<file path="src/rtl/sseg_scan_controller.sv">
// Multi-digit seven-segment scan driver: refresh prescaler, digit scan, hex font,
// decimal points, blanking, leading-zero suppression, PWM dimming and anti-ghost gap.
module sseg_scan_controller #(
    parameter int NUM_DIGITS  = 8,
    parameter int REFRESH_DIV = 100000,
    parameter int BRIGHT_W    = 4
) (
    input  logic                          clk,
    input  logic                          rst_n,
    input  logic                          en,
    input  logic [4*NUM_DIGITS-1:0]       hex_in,
    input  logic [NUM_DIGITS-1:0]         dp_in,
    input  logic [NUM_DIGITS-1:0]         blank_mask,
    input  logic                          lz_blank,
    input  logic [BRIGHT_W-1:0]           brightness,
    output logic [NUM_DIGITS-1:0]         an_n,
    output logic [6:0]                    seg_n,
    output logic                          dp_n,
    output logic [$clog2(NUM_DIGITS)-1:0] digit_idx,
    output logic                          frame_tick
);

    localparam int PRE_W = (REFRESH_DIV > 2) ? $clog2(REFRESH_DIV) : 1;
    localparam int IDX_W = $clog2(NUM_DIGITS);
    localparam logic [PRE_W-1:0] PRE_LAST = PRE_W'(REFRESH_DIV - 1);
    localparam logic [IDX_W-1:0] IDX_LAST = IDX_W'(NUM_DIGITS - 1);

    logic [PRE_W-1:0]        prescaler;
    logic [BRIGHT_W-1:0]     pwm_cnt;
    logic [4*NUM_DIGITS-1:0] shadow_hex;
    logic [NUM_DIGITS-1:0]   shadow_dp;
    logic [NUM_DIGITS-1:0]   shadow_mask;

    logic                    slot_end;
    logic                    frame_wrap;
    logic                    pwm_on;
    logic [NUM_DIGITS-1:0]   upper_zero;
    logic [3:0]              cur_nibble;
    logic                    dark;
    logic [NUM_DIGITS-1:0]   an_d;
    logic [6:0]              seg_d;
    logic                    dp_d;

    function automatic logic [6:0] font(input logic [3:0] nibble);
        case (nibble)
            4'h0: font = 7'h40;
            4'h1: font = 7'h79;
            4'h2: font = 7'h24;
            4'h3: font = 7'h30;
            4'h4: font = 7'h19;
            4'h5: font = 7'h12;
            4'h6: font = 7'h02;
            4'h7: font = 7'h78;
            4'h8: font = 7'h00;
            4'h9: font = 7'h10;
            4'hA: font = 7'h08;
            4'hB: font = 7'h03;
            4'hC: font = 7'h46;
            4'hD: font = 7'h21;
            4'hE: font = 7'h06;
            default: font = 7'h0E;
        endcase
    endfunction

    assign slot_end   = en && (prescaler == PRE_LAST);
    assign frame_wrap = slot_end && (digit_idx == IDX_LAST);

    // NOTE: state registers use non-blocking assignments so every flop samples
    // the pre-edge value of its neighbours, independent of statement order.
    always_ff @(posedge clk or negedge rst_n) begin
        if (!rst_n) begin
            prescaler  <= '0;
            digit_idx  <= '0;
            frame_tick <= 1'b0;
        end else begin
            frame_tick <= frame_wrap;
            if (slot_end) begin
                prescaler <= '0;
                digit_idx <= (digit_idx == IDX_LAST) ? '0 : digit_idx + IDX_W'(1);
            end else if (en) begin
                prescaler <= prescaler + PRE_W'(1);
            end
        end
    end

    always_ff @(posedge clk or negedge rst_n) begin
        if (!rst_n) begin
            pwm_cnt <= '0;
        end else begin
            pwm_cnt <= pwm_cnt + BRIGHT_W'(1);
        end
    end

    // NOTE: the shadow registers are reset because a power-up frame must show
    // defined content; they are small enough that a reset costs nothing.
    always_ff @(posedge clk or negedge rst_n) begin
        if (!rst_n) begin
            shadow_hex  <= '0;
            shadow_dp   <= '0;
            shadow_mask <= '0;
        end else if (frame_wrap) begin
            shadow_hex  <= hex_in;
            shadow_dp   <= dp_in;
            shadow_mask <= blank_mask;
        end
    end

    assign pwm_on     = (brightness == '1) || (pwm_cnt < brightness);
    assign cur_nibble = shadow_hex[{digit_idx, 2'b00} +: 4];

    // upper_zero[i]: every shadow nibble from i up to the leftmost digit is zero.
    // NOTE: each always_comb output gets a default first so no latch is inferred.
    always_comb begin
        upper_zero = '1;
        for (int i = 0; i < NUM_DIGITS; i++) begin
            for (int j = i; j < NUM_DIGITS; j++) begin
                if (shadow_hex[4*j +: 4] != 4'h0) begin
                    upper_zero[i] = 1'b0;
                end
            end
        end
    end

    always_comb begin
        dark = shadow_mask[digit_idx]
            || (lz_blank && (digit_idx != '0) && upper_zero[digit_idx])
            || (prescaler == '0)
            || !pwm_on;
        an_d  = '1;
        seg_d = 7'h7F;
        dp_d  = 1'b1;
        if (!dark) begin
            an_d  = ~(NUM_DIGITS'(1) << digit_idx);
            seg_d = font(cur_nibble);
            dp_d  = ~shadow_dp[digit_idx];
        end
    end

    always_ff @(posedge clk or negedge rst_n) begin
        if (!rst_n) begin
            an_n  <= '1;
            seg_n <= 7'h7F;
            dp_n  <= 1'b1;
        end else begin
            an_n  <= an_d;
            seg_n <= seg_d;
            dp_n  <= dp_d;
        end
    end

endmodule

</file>
<file path="config.mk">
export PLATFORM = sky130hd
export DESIGN_NAME = sseg_scan_controller
export DESIGN_NICKNAME = d
export VERILOG_FILES = /design/src/rtl/sseg_scan_controller.sv
export SDC_FILE = /design/constraint.sdc
export NUM_CORES = 1
export LEC_CHECK = 0
export BUFFER_PORTS_ARGS = -buffer_cell sky130_fd_sc_hd__buf_2
export CAP_MARGIN = 10
export CORE_UTILIZATION = 51
export CTS_CLUSTER_DIAMETER = 150
export DETAILED_ROUTE_END_ITERATION = 6
export PLACE_DENSITY = 0.77
export SYNTH_ARGS = -nofsm -noshare
export SYNTH_HDL_FRONTEND = slang
export SYNTH_SLANG_ARGS = --single-unit
</file>
<file path="constraint.sdc">
create_clock -name clk -period 2.3 [get_ports clk]
set_input_delay 0.46 -clock clk [delete_from_list [all_inputs] [get_ports clk]]
set_output_delay 0.46 -clock clk [all_outputs]
set_load 0.01 [all_outputs]
</file>
==> summary.md, run 1 <==
| Metric | Value |
|---|---|
| Layout Nets | `500` |
| Largest net degree at the start of global routing | `50` |
| # Max-Cap Violations | `0` |
| Total vias in the final route | `2970` |
| Drc violations | `0` |
| Wire length per cell | `16.8 microns` |
| Clock transition at the registers of the reported paths | `0.09 ns` |
| Syn Area/Cell | `12.6 sq um` |
| Dpl ws | `0.174 ns` |
| Aggregate global-route resource usage | `a little under a quarter` |
| Total inserted antenna cells | `0` |
| First-pass iteration count of the detailed router | `4` |
| Effective utilization at floorplan | `52.8%` |
| Reg2Reg Setup Slack | `0.11 ns` |
| Wire length on met3 | `around 480 microns` |
| Tightest Pin Transition | `0.609 ns` |
| Met2 wire len | `about 4.3 mm` |
| First-pass GRT wire length | `15.3 mm` |
| Number of enable flip-flop cells after synthesis | `0` |
| Post-synth cell types | `47` |
| Min Clock Period, post-route | `2.19 ns` |
| TritonCTS clock tree | `built` |
| Die X-Extent | `roughly 94 microns` |
| Clk_skew | `about 0.007 ns` |
| Top routing layer used | `met4` |
| Boundary pin count | `76` |
| Power per unit of standard cell area | `about 660 mW/mm^2` |
| Worst Path Arrival | `between 2 and 2.5 ns` |
| Worst ir drop on vdd | `roughly 0.38 mV` |
| Data required, critical path | `2.59 ns` |
| Total congestion overflow after global routing | `0` |
| Leading cell type in the layout, fill and taps excluded | `sky130_fd_sc_hd__buf_2` |
| Ys flop type | `sky130_fd_sc_hd__dfrtp_1` |
| Final setup violation count | `0` |
| Total half-perimeter wirelength after legalization and detailed placement | `around 6.5 mm` |
| Fraction of synthesis flops using an asynchronous set or reset pin | `100%` |
| Die Span Y | `between 90 and 100 microns` |
| DRC marker count from the first detailed-route iteration | `between 150 and 200` |
| Reg2Reg Launch Point | `digit_idx[0]` |
| Nature of the critical path startpoint | `register` |
| Final number of hold-violating endpoints | `0` |
| Fraction of the yosys area taken by sequential cells | `51.5%` |
| Crit Path Max Fanout | `16` |
| Peak clock frequency supported by timing | `0.457 GHz` |
| Number of cells produced by synthesis | `347` |
| Post-synthesis instance area | `0.00436 sq mm` |
| Slew headroom | `between 50% and 60%` |
| Largest buffer count on any clock path | `2` |
| Final worst slack | `0.113 ns` |
| Flip-flop and latch count after synthesis | `89` |
| Port Buffers | `75` |
| Number of H-tree levels | `3` |
| Synth warn | `0` |
| Start-to-end type of the worst setup path | `reg2reg` |
| Routed Antenna Nets | `0` |
| Synthesized netlist net count | `421` |
| Number of global-route vias before repair | `between 3000 and 4000` |
| Element type at the critical path end | `register` |
| Die outline area | `0.00893 sq mm` |
| Clock sinks | `89` |
| Worst hold margin | `0.0965 ns` |
| Post-cts repair resize count | `0` |
| Site row count | `33` |
| Worst Hold Class | `in2async` |
| Clock insertion delay at the later pin of the skew report | `0.36 ns` |
| Wire length reported by the detailed router | `9.00 mm` |
| Routed length on met1 | `4.04 mm` |
| Share of post-route cells with drive strength above 1 | `42.0%` |
| Antenna violations before repair | `0` |
| Pins over their slew limit | `0` |
| Depth of the worst register-to-register path | `9` |
| Hold-fix buffers, CTS | `0` |
| Vias per cell | `between 5 and 6` |
| Critical register-to-register path endpoint | `seg_n[3]` |
| Core region area | `0.00826 sq mm` |
| Global placement routability congestion | `0.931` |
| Layout Area Growth over Synthesis | `18.0%` |
| Most frequent cells in the layout | `sky130_fd_sc_hd__buf_2, sky130_fd_sc_hd__dfrtp_1, sky130_fd_sc_hd__mux2_2` |
| Clock Tree Root | `sky130_fd_sc_hd__clkbuf_8` |
| Fin crit share | `between 90 and 100%` |
| Number of buffers created by CTS | `9` |
| Number of post-CTS setup repair buffers | `0` |
| Result of the run | `finished clean` |
| Leakage | `2.57 nW` |
## stage by stage
step                      setup TNS [ns]  instance area [sq um]  cells  util (%)  power (mW)
after floorplan                        0                   4370    347         -        1.88
final                                  0                   5150    536      62.3        3.38
after CTS                              0                   5140    536      62.3        3.41
after detailed placement               0                   4890    520      59.2        2.03
after global routing             -0.0235                   5150    536      62.3        3.52
after global placement                 0                   4890    520      59.2        2.02
## area by class of cell
type / count / area [sq um]
Clock buffer: 10 / 128
Clock inverter: 6 / 130
Fill cell: 661 / 3110
Inverter: 15 / 56.3
Multi-Input combinational cell: 228 / 1970
Sequential cell: 89 / 2250
Tap cell: 105 / 131
Timing Repair Buffer: 83 / 488
## layer usage
metal	global-route usage, %	up-vias
met2	35.2	94
li1	-	1408
met3	5.39	17
met1	31.8	1451
met4	8.96	0
met5	0	-
## critical path: stages (launching register included)
cell	delay [ns]
sky130_fd_sc_hd__dfrtp_1	0.42
sky130_fd_sc_hd__buf_12	0.18
sky130_fd_sc_hd__mux4_2	0.51
sky130_fd_sc_hd__nand2_1	0.10
sky130_fd_sc_hd__nand2_1	0.14
sky130_fd_sc_hd__inv_1	0.17
sky130_fd_sc_hd__ha_1	0.27
sky130_fd_sc_hd__nand2_1	0.07
sky130_fd_sc_hd__o21ai_0	0.09
sky130_fd_sc_hd__o211ai_1	0.16
## synth_stat cells (all sizes together) (4+ instances only)
master / n / area, sq um
a21oi: 7 / 35.0
buf: 13 / 86.3
dfrtp: 73 / 1830
dfstp: 16 / 420
ha: 18 / 225
inv: 14 / 52.6
mux2: 51 / 608
mux2i: 7 / 70.1
mux4: 9 / 203
nand2: 26 / 100
nand3: 17 / 85.1
nand4: 7 / 58.8
nor2: 15 / 56.3
nor3: 6 / 41.3
nor4: 8 / 50.1
o21ai: 12 / 60.1
o22ai: 4 / 25.0
xnor2: 10 / 87.6
xor2: 7 / 61.3
## power breakdown
group	total (mW)	switching [mW]	internal [mW]	leakage, nW
combinational	0.285	0.160	0.125	1.27
sequential	1.71	0.0693	1.64	1.16
clock	1.38	0.552	0.828	0.130
## flip-flops by register name, summed over array words and instances, names as in the netlist
register / count
pwm_cnt: 4
an_n: 8
digit_idx: 3
shadow_mask: 8
seg_n: 7
frame_tick: 1
shadow_dp: 8
prescaler: 17
dp_n: 1
shadow_hex: 32
## worst max-delay path by stage
stage / cells after the start / to / startpoint / slack [ns]
6_report: 9 / seg_n[3] / digit_idx[0] / 0.11
3_5_place_dp: 8 / seg_n[0] / digit_idx[0] / 0.17
4_1_cts: 8 / seg_n[0] / digit_idx[0] / 0.15
2_1_floorplan: 11 / seg_n[3] / digit_idx[0] / 0.008
5_1_grt: 9 / seg_n[3] / digit_idx[0] / -0.02
3_3_place_gp: 9 / seg_n[6] / digit_idx[0] / 0.27
## logic make-up (layout without fill, tap and decap cells)
logic type,count (synthesis),count (layout),synth area share (%)
AO/OA/AOI/OAI,37,37,5.65
adder cells (fa/ha/maj),18,18,5.16
AND/OR/NAND/NOR,89,89,10.6
XOR/XNOR,17,17,3.41
multiplexers,67,67,20.2
buffers and inverters,30,114,3.44
flip-flops,89,89,51.5
(Power assumes the default switching activity.)
==> inputs of run 2 (changes only) <==
- ABC_AREA: unset -> 1
- CELL_PAD_IN_SITES_DETAIL_PLACEMENT: unset -> 0
- CELL_PAD_IN_SITES_GLOBAL_PLACEMENT: unset -> 2
- CORE_UTILIZATION: 51 -> 29
- PLACE_DENSITY: 0.77 -> unset
- PLACE_DENSITY_LB_ADDON: unset -> 0.1
==> run 2 against run 1 <==
Wire length grew 41%; final cell count is 73% higher; non-clock buffer count is 3 higher; total power grew 10%; critical path depth up 2; sequential share of layout area fell by 4.4 points; clock skew about the same; synthesized cell count rose by 82%; largest cell class unchanged; highest routed layer unchanged.
==> summary.md, run 2 <==
| Metric | Value |
|---|---|
| Clk_skew | `0.00726 ns` |
| Leading cell type by number of instances after synthesis | `sky130_fd_sc_hd__nand2_1` |
| Fraction of the yosys area taken by sequential cells | `roughly 47%` |
| Final number of hold-violating endpoints | `0` |
| Fraction of synthesis flops using an asynchronous set or reset pin | `between 90% and 100%` |
| Clock sinks | `89` |
| Synthesized netlist net count | `705` |
| Fin crit share | `87.6%` |
| First-pass iteration count of the detailed router | `4` |
| Post-synth cell types | `36` |
| Hold-fix buffers, CTS | `0` |
| Syn Area/Cell | `~7.6 sq um` |
| Crit Path Max Fanout | `23` |
| Vias per cell | `4.43` |
| Max FFs per register | `32` |
| Ys flop type | `sky130_fd_sc_hd__dfrtp_1` |
| Switching share of power | `a little over a quarter` |
| Cell taking the most area after synthesis | `sky130_fd_sc_hd__dfrtp_1` |
| Largest buffer count on any clock path | `2` |
| Summed negative setup slack over all endpoints | `0 ns` |
| Nature of the critical path startpoint | `register` |
| Total vias in the final route | `slightly above 4000` |
| Number of H-tree levels | `3` |
| Total congestion overflow after global routing | `0` |
| Tightest Pin Transition | `approximately 0.55 ns` |
| Post-cts repair resize count | `0` |
| Die X-Extent | `131 microns` |
| Fill cells | `1742` |
| Slew headroom | `between 60% and 70%` |
| Unrepaired setup endpoints after global routing | `false` |
| Number of global-route vias before repair | `about 4100` |
| Power share of the sequential group | `46.8%` |
| Worst Path Arrival | `2.28 ns` |
| Die Span Y | `131 microns` |
| Flip-flop and latch count after synthesis | `89` |
| Total internal power | `2.73 mW` |
| Peak clock frequency supported by timing | `0.496 GHz` |
| Layout Area Growth over Synthesis | `19.0%` |
| Wire length per cell | `13.7 microns` |
| Clock Tree Root | `sky130_fd_sc_hd__clkbuf_16` |
| Clock insertion delay at the later pin of the skew report | `0.35 ns` |
| Number of enable flip-flop cells after synthesis | `0` |
| Yosys top cell area share | `roughly 38%` |
| TritonCTS clock tree | `built` |
| Effective utilization at floorplan | `about 30%` |
| Proportion of power drawn by the clock network | `43.6%` |
| Post-synthesis instance area | `0.00482 sq mm` |
| First-pass GRT wire length | `21.1 mm` |
| Largest registers in the final layout | `shadow_hex (32), prescaler (17)` |
| Largest net degree at the start of global routing | `84` |
| Final setup violation count | `0` |
| Worst Hold Class | `in2async` |
| Boundary pin count | `76` |
| Drc violations | `0` |
| DRC marker count from the first detailed-route iteration | `roughly 190` |
| Largest register by flop count | `shadow_hex` |
| Synth warn | `0` |
| Routed Antenna Nets | `0` |
| Power after layout | `about 3.7 mW` |
| Antenna violations before repair | `0` |
| Commonest cells in the synthesized netlist | `sky130_fd_sc_hd__nand2_1, sky130_fd_sc_hd__inv_1, sky130_fd_sc_hd__dfrtp_1` |
| Pins over their slew limit | `0` |
| Logic pwr share | `9.5%` |
| Share of post-route cells with drive strength above 1 | `17.9%` |
| Port Buffers | `75` |
| Result of the run | `finished clean` |
| Number of cells produced by synthesis | `between 600 and 700` |
| Core region area | `between 0.015 and 0.02 sq mm` |
| Start-to-end type of the worst setup path | `reg2reg` |
| Global placement routability congestion | `roughly 0.80` |
| Clock transition at the registers of the reported paths | `approximately 0.07 ns` |
| # Max-Cap Violations | `0` |
| Aggregate global-route resource usage | `16.3%` |
| Min Clock Period, post-route | `2.02 ns` |
| Number of buffers created by CTS | `9` |
| Site row count | `46` |
| Switching power total | `0.985 mW` |
| Total half-perimeter wirelength after legalization and detailed placement | `~9.4 mm` |
| Worst ir drop on vdd | `roughly 0.34 mV` |
| Leakage | `approximately 2.9 nW` |
| Element type at the critical path end | `register` |
| Number of post-CTS setup repair buffers | `0` |
| Power per unit of standard cell area | `649 mW/mm^2` |
| Leading post-synthesis cells by cell area | `sky130_fd_sc_hd__dfrtp_1, sky130_fd_sc_hd__nand2_1, sky130_fd_sc_hd__dfstp_2` |
| Data required, critical path | `2.56 ns` |
| Total inserted antenna cells | `0` |
| Leading cell type in the layout, fill and taps excluded | `sky130_fd_sc_hd__nand2_1` |
| Die outline area | `0.0171 sq mm` |
| Wire length reported by the detailed router | `12.7 mm` |
| Most frequent cells in the layout | `sky130_fd_sc_hd__nand2_1, sky130_fd_sc_hd__inv_1, sky130_fd_sc_hd__buf_2` |
| Layout Nets | `779` |
## run 2: cell count changes in the layout (fill, tap and decap cells not counted), moves of 32 or more
cell and change:
sky130_fd_sc_hd__mux2_2 -42, sky130_fd_sc_hd__nand3_1 +32, sky130_fd_sc_hd__inv_1 +67, sky130_fd_sc_hd__o21ai_0 +38
sky130_fd_sc_hd__nor2_1 +33, sky130_fd_sc_hd__nand2_1 +188
## run 2: path summary, 6_finish.rpt
path / from / end / slack [ns] / cells after the start
worst max-delay path: digit_idx[0] / seg_n[5] / 0.28 / 11
worst min-delay path: rst_n / shadow_hex[13] / 0.09 / 1
worst max register to register: digit_idx[0] / seg_n[5] / 0.28 / 11
worst min register to register: pwm_cnt[0] / pwm_cnt[0] / 0.47 / 1
max in group asynchronous: rst_n / dp_n / 1.53 / 2
min in group clk: blank_mask[6] / shadow_mask[6] / 0.30 / 3
## run 2: stage by stage
step                cell area, sq um  hold slack, ns  utilization (%)  cells  setup WS (ns)
finish                          5730          0.0924             35.7    926          0.284
global route                    5730           0.132             35.7    926         0.0697
CTS                             5730           0.112             35.7    926          0.264
detailed placement              5410           0.462             33.7    910          0.270
global placement                5410           0.458             33.7    910          0.264
floorplan                       4820           0.164                -    631          0.309
## run 2: power groups by stage
stage	registers, mW	clock network, mW	logic, mW
after floorplan	1.74	0	0.223
after global placement	1.77	0	0.356
after detailed placement	1.77	0	0.361
after CTS	1.74	1.69	0.363
after global routing	1.76	1.74	0.417
final	1.74	1.62	0.355
## run 2: cells by family after synthesis
logic type,synth area share [%]
compound gates,8.47
buf+inv,10.1
xor+xnor,1.09
simple gates,29.0
fa+ha+maj,4.68
flops,46.6
## run 2: final cells by class
class	count	area (sq um)	area share, %
clock buffers	9	225	3.93
flip-flops and latches	89	2250	39.2
repair buffers	86	485	8.47
multi-input cells	435	2080	36.4
well taps	216	270	4.72
clock inverters	7	100	1.75
inverters	84	318	5.55
## run 2: metal layers
| metal | share of wire, % | GRT usage (%) | routed length [microns] |
|---|---|---|---|
| met1 | 48 | 21.2 | 6110 |
| met2 | 46 | 26.9 | 5880 |
| met3 | 3.9 | 4.11 | 497 |
| met4 | 1.3 | 4.53 | 166 |
| met5 | 0 | 0 | 0 |
## run 2: worst max-delay path, stage by stage (launching register included)
cell and delay (ns):
sky130_fd_sc_hd__dfrtp_1 0.38, sky130_fd_sc_hd__buf_4 0.27, sky130_fd_sc_hd__nand2_1 0.08, sky130_fd_sc_hd__nand3_1 0.10, sky130_fd_sc_hd__nand3_1 0.09, sky130_fd_sc_hd__nand2_1 0.23, sky130_fd_sc_hd__inv_1 0.12, sky130_fd_sc_hd__ha_1 0.23
sky130_fd_sc_hd__nand3_1 0.15, sky130_fd_sc_hd__nand2_1 0.07, sky130_fd_sc_hd__a21oi_1 0.12, sky130_fd_sc_hd__nand2_1 0.07
==> inputs of run 3 (changes only) <==
- BUFFER_PORTS_ARGS: -buffer_cell sky130_fd_sc_hd__buf_2 -> -buffer_cell sky130_fd_sc_hd__buf_4
==> run 3 against run 2 <==
Die area is the same; via count grew 0.90%; final cell count grew 0.11%; critical path depth grew 1; clock power grew 6%; fmax shrank 1.4%; non-clock buffer count grew 1; clock skew is essentially flat; global-route usage shrank 0.18 points; sequential power is essentially flat; wire length grew 1.2%.
==> summary.md, run 3 (synthesized netlist as in run 2, its figures left out) <==
| Metric | Value |
|---|---|
| Tightest Pin Transition | `slightly below 0.5 ns` |
| Die outline area | `0.0171 sq mm` |
| Share of post-route cells with drive strength above 1 | `18.1%` |
| Data required, critical path | `2.56 ns` |
| Reg2Reg Setup Slack | `0.26 ns` |
| Clk_skew | `roughly 0.0069 ns` |
| Max FFs per register | `32` |
| Number of buffers created by CTS | `9` |
| Wire length reported by the detailed router | `12.8 mm` |
| Final worst slack | `0.256 ns` |
| Total half-perimeter wirelength after legalization and detailed placement | `9.55 mm` |
| Result of the run | `finished clean` |
| Core region area | `0.0161 sq mm` |
| Boundary pin count | `76` |
| Number of global-route vias before repair | `3991` |
| Global placement routability congestion | `0.825` |
| Start-to-end type of the worst setup path | `reg2reg` |
| Met2 wire len | `5.83 mm` |
| Aggregate global-route resource usage | `between 10% and 20%` |
| Leakage | `2.97 nW` |
| Port Buffers | `75` |
| Largest net degree at the start of global routing | `55` |
| Number of post-CTS setup repair buffers | `0` |
| Site row count | `46` |
| Pins over their slew limit | `0` |
| Die Span Y | `around 130 microns` |
| Setup crit start | `digit_idx[0]` |
| Number of H-tree levels | `3` |
| Leading cell type in the layout, fill and taps excluded | `sky130_fd_sc_hd__nand2_1` |
| Clock insertion delay at the later pin of the skew report | `~0.35 ns` |
| Post-cts repair resize count | `0` |
| Critical register-to-register path endpoint | `seg_n[6]` |
| Top routing layer used | `met4` |
| Largest register by flop count | `shadow_hex` |
| Worst ir drop on vdd | `around 0.37 mV` |
| Total congestion overflow after global routing | `0` |
| Worst Path Arrival | `roughly 2.3 ns` |
| First-pass GRT wire length | `20.8 mm` |
| Nature of the critical path startpoint | `register` |
| Total inserted antenna cells | `0` |
| Clock sinks | `89` |
| Min Clock Period, post-route | `2.04 ns` |
| Final setup violation count | `0` |
| DRC marker count from the first detailed-route iteration | `209` |
| Slew headroom | `66.9%` |
| Power per unit of standard cell area | `641 mW/mm^2` |
| Largest buffer count on any clock path | `2` |
| Vias per cell | `around 4.5` |
| Die X-Extent | `between 100 and 150 microns` |
| TritonCTS clock tree | `built` |
| Effective utilization at floorplan | `30.0%` |
| Routed length on met1 | `6.35 mm` |
| # Max-Cap Violations | `0` |
| Peak clock frequency supported by timing | `0.489 GHz` |
| Drc violations | `0` |
| First-pass iteration count of the detailed router | `4` |
| Clock Tree Root | `sky130_fd_sc_hd__clkbuf_16` |
| Total vias in the final route | `4137` |
| Worst Hold Class | `in2async` |
| Critical path capture point | `seg_n[6]` |
| Fin crit share | `88.9%` |
| Clock transition at the registers of the reported paths | `0.07 ns` |
| Layout Area Growth over Synthesis | `23.7%` |
| Wire length on met3 | `about 430 microns` |
| Summed negative setup slack over all endpoints | `0 ns` |
| Element type at the critical path end | `register` |
| Final number of hold-violating endpoints | `0` |
| Routed Antenna Nets | `0` |
| Hold-fix buffers, CTS | `0` |
| Most frequent cells in the layout | `sky130_fd_sc_hd__nand2_1, sky130_fd_sc_hd__buf_4, sky130_fd_sc_hd__inv_1` |
| Crit Path Max Fanout | `10` |
| Dpl ws | `0.132 ns` |
| Largest registers in the final layout | `shadow_hex (32), prescaler (17)` |
| Reg2Reg Launch Point | `digit_idx[0]` |
| Wire length per cell | `between 10 and 15 microns` |
| Antenna violations before repair | `0` |
| Unrepaired setup endpoints after global routing | `false` |
| Depth of the worst register-to-register path | `12` |
| Layout Nets | `780` |
[run 3: metal layers]
layer | track usage [%] | vias up
li1 | - | 2134
met1 | 22.7 | 1912
met2 | 24.8 | 79
met3 | 2.48 | 12
met4 | 6.36 | 0
met5 | 0 | -
[run 3: how the worst min path moves through the flow]
stage                           from              to  slack [ns]  cells past startpoint
final                          rst_n  shadow_hex[13]        0.07                      1
after global routing           rst_n  shadow_hex[13]        0.11                      1
after CTS                      rst_n  shadow_hex[13]        0.08                      1
after detailed placement       rst_n  shadow_hex[13]        0.46                      1
after global placement    pwm_cnt[0]      pwm_cnt[0]        0.45                      1
after floorplan                rst_n    digit_idx[0]        0.16                      0
[run 3: area by class of cell]
| cell class | count | area, sq um |
|---|---|---|
| Clock buffer | 9 | 225 |
| Clock inverter | 7 | 119 |
| Fill cell | 1703 | 10100 |
| Inverter | 84 | 318 |
| Multi-Input combinational cell | 435 | 2090 |
| Sequential cell | 89 | 2250 |
| Tap cell | 216 | 270 |
| Timing Repair Buffer | 87 | 694 |
[run 3: per-stage QoR]
step / power, mW / hold slack, ns / util (%) / instance area, sq um / cells
final: 3.82 / 0.0721 / 37.1 / 5960 / 927
after global routing: 4.02 / 0.109 / 37.1 / 5960 / 927
after CTS: 3.89 / 0.0841 / 37.1 / 5950 / 927
after detailed placement: 2.15 / 0.464 / 34.9 / 5610 / 911
after global placement: 2.15 / 0.454 / 34.9 / 5610 / 911
after floorplan: 1.96 / 0.164 / - / 4820 / 631
[run 3: worst max-delay path, stage by stage (launching register included)]
cell and delay, ns:
sky130_fd_sc_hd__dfrtp_1 0.43, sky130_fd_sc_hd__inv_2 0.18, sky130_fd_sc_hd__buf_4 0.20, sky130_fd_sc_hd__nand2_1 0.08, sky130_fd_sc_hd__nand3_1 0.07, sky130_fd_sc_hd__nand3_1 0.09
sky130_fd_sc_hd__nand2_2 0.16, sky130_fd_sc_hd__inv_1 0.11, sky130_fd_sc_hd__ha_1 0.23, sky130_fd_sc_hd__nand3_1 0.15, sky130_fd_sc_hd__nand2_1 0.07, sky130_fd_sc_hd__a21oi_1 0.13
sky130_fd_sc_hd__nand2_1 0.07
[run 3: power breakdown]
| group | total (mW) | internal [mW] | leakage [nW] | switching (mW) |
|---|---|---|---|---|
| Combinational | 0.377 | 0.154 | 1.84 | 0.223 |
| Clock | 1.71 | 1.06 | 0.162 | 0.644 |
| Sequential | 1.74 | 1.64 | 0.970 | 0.0965 |
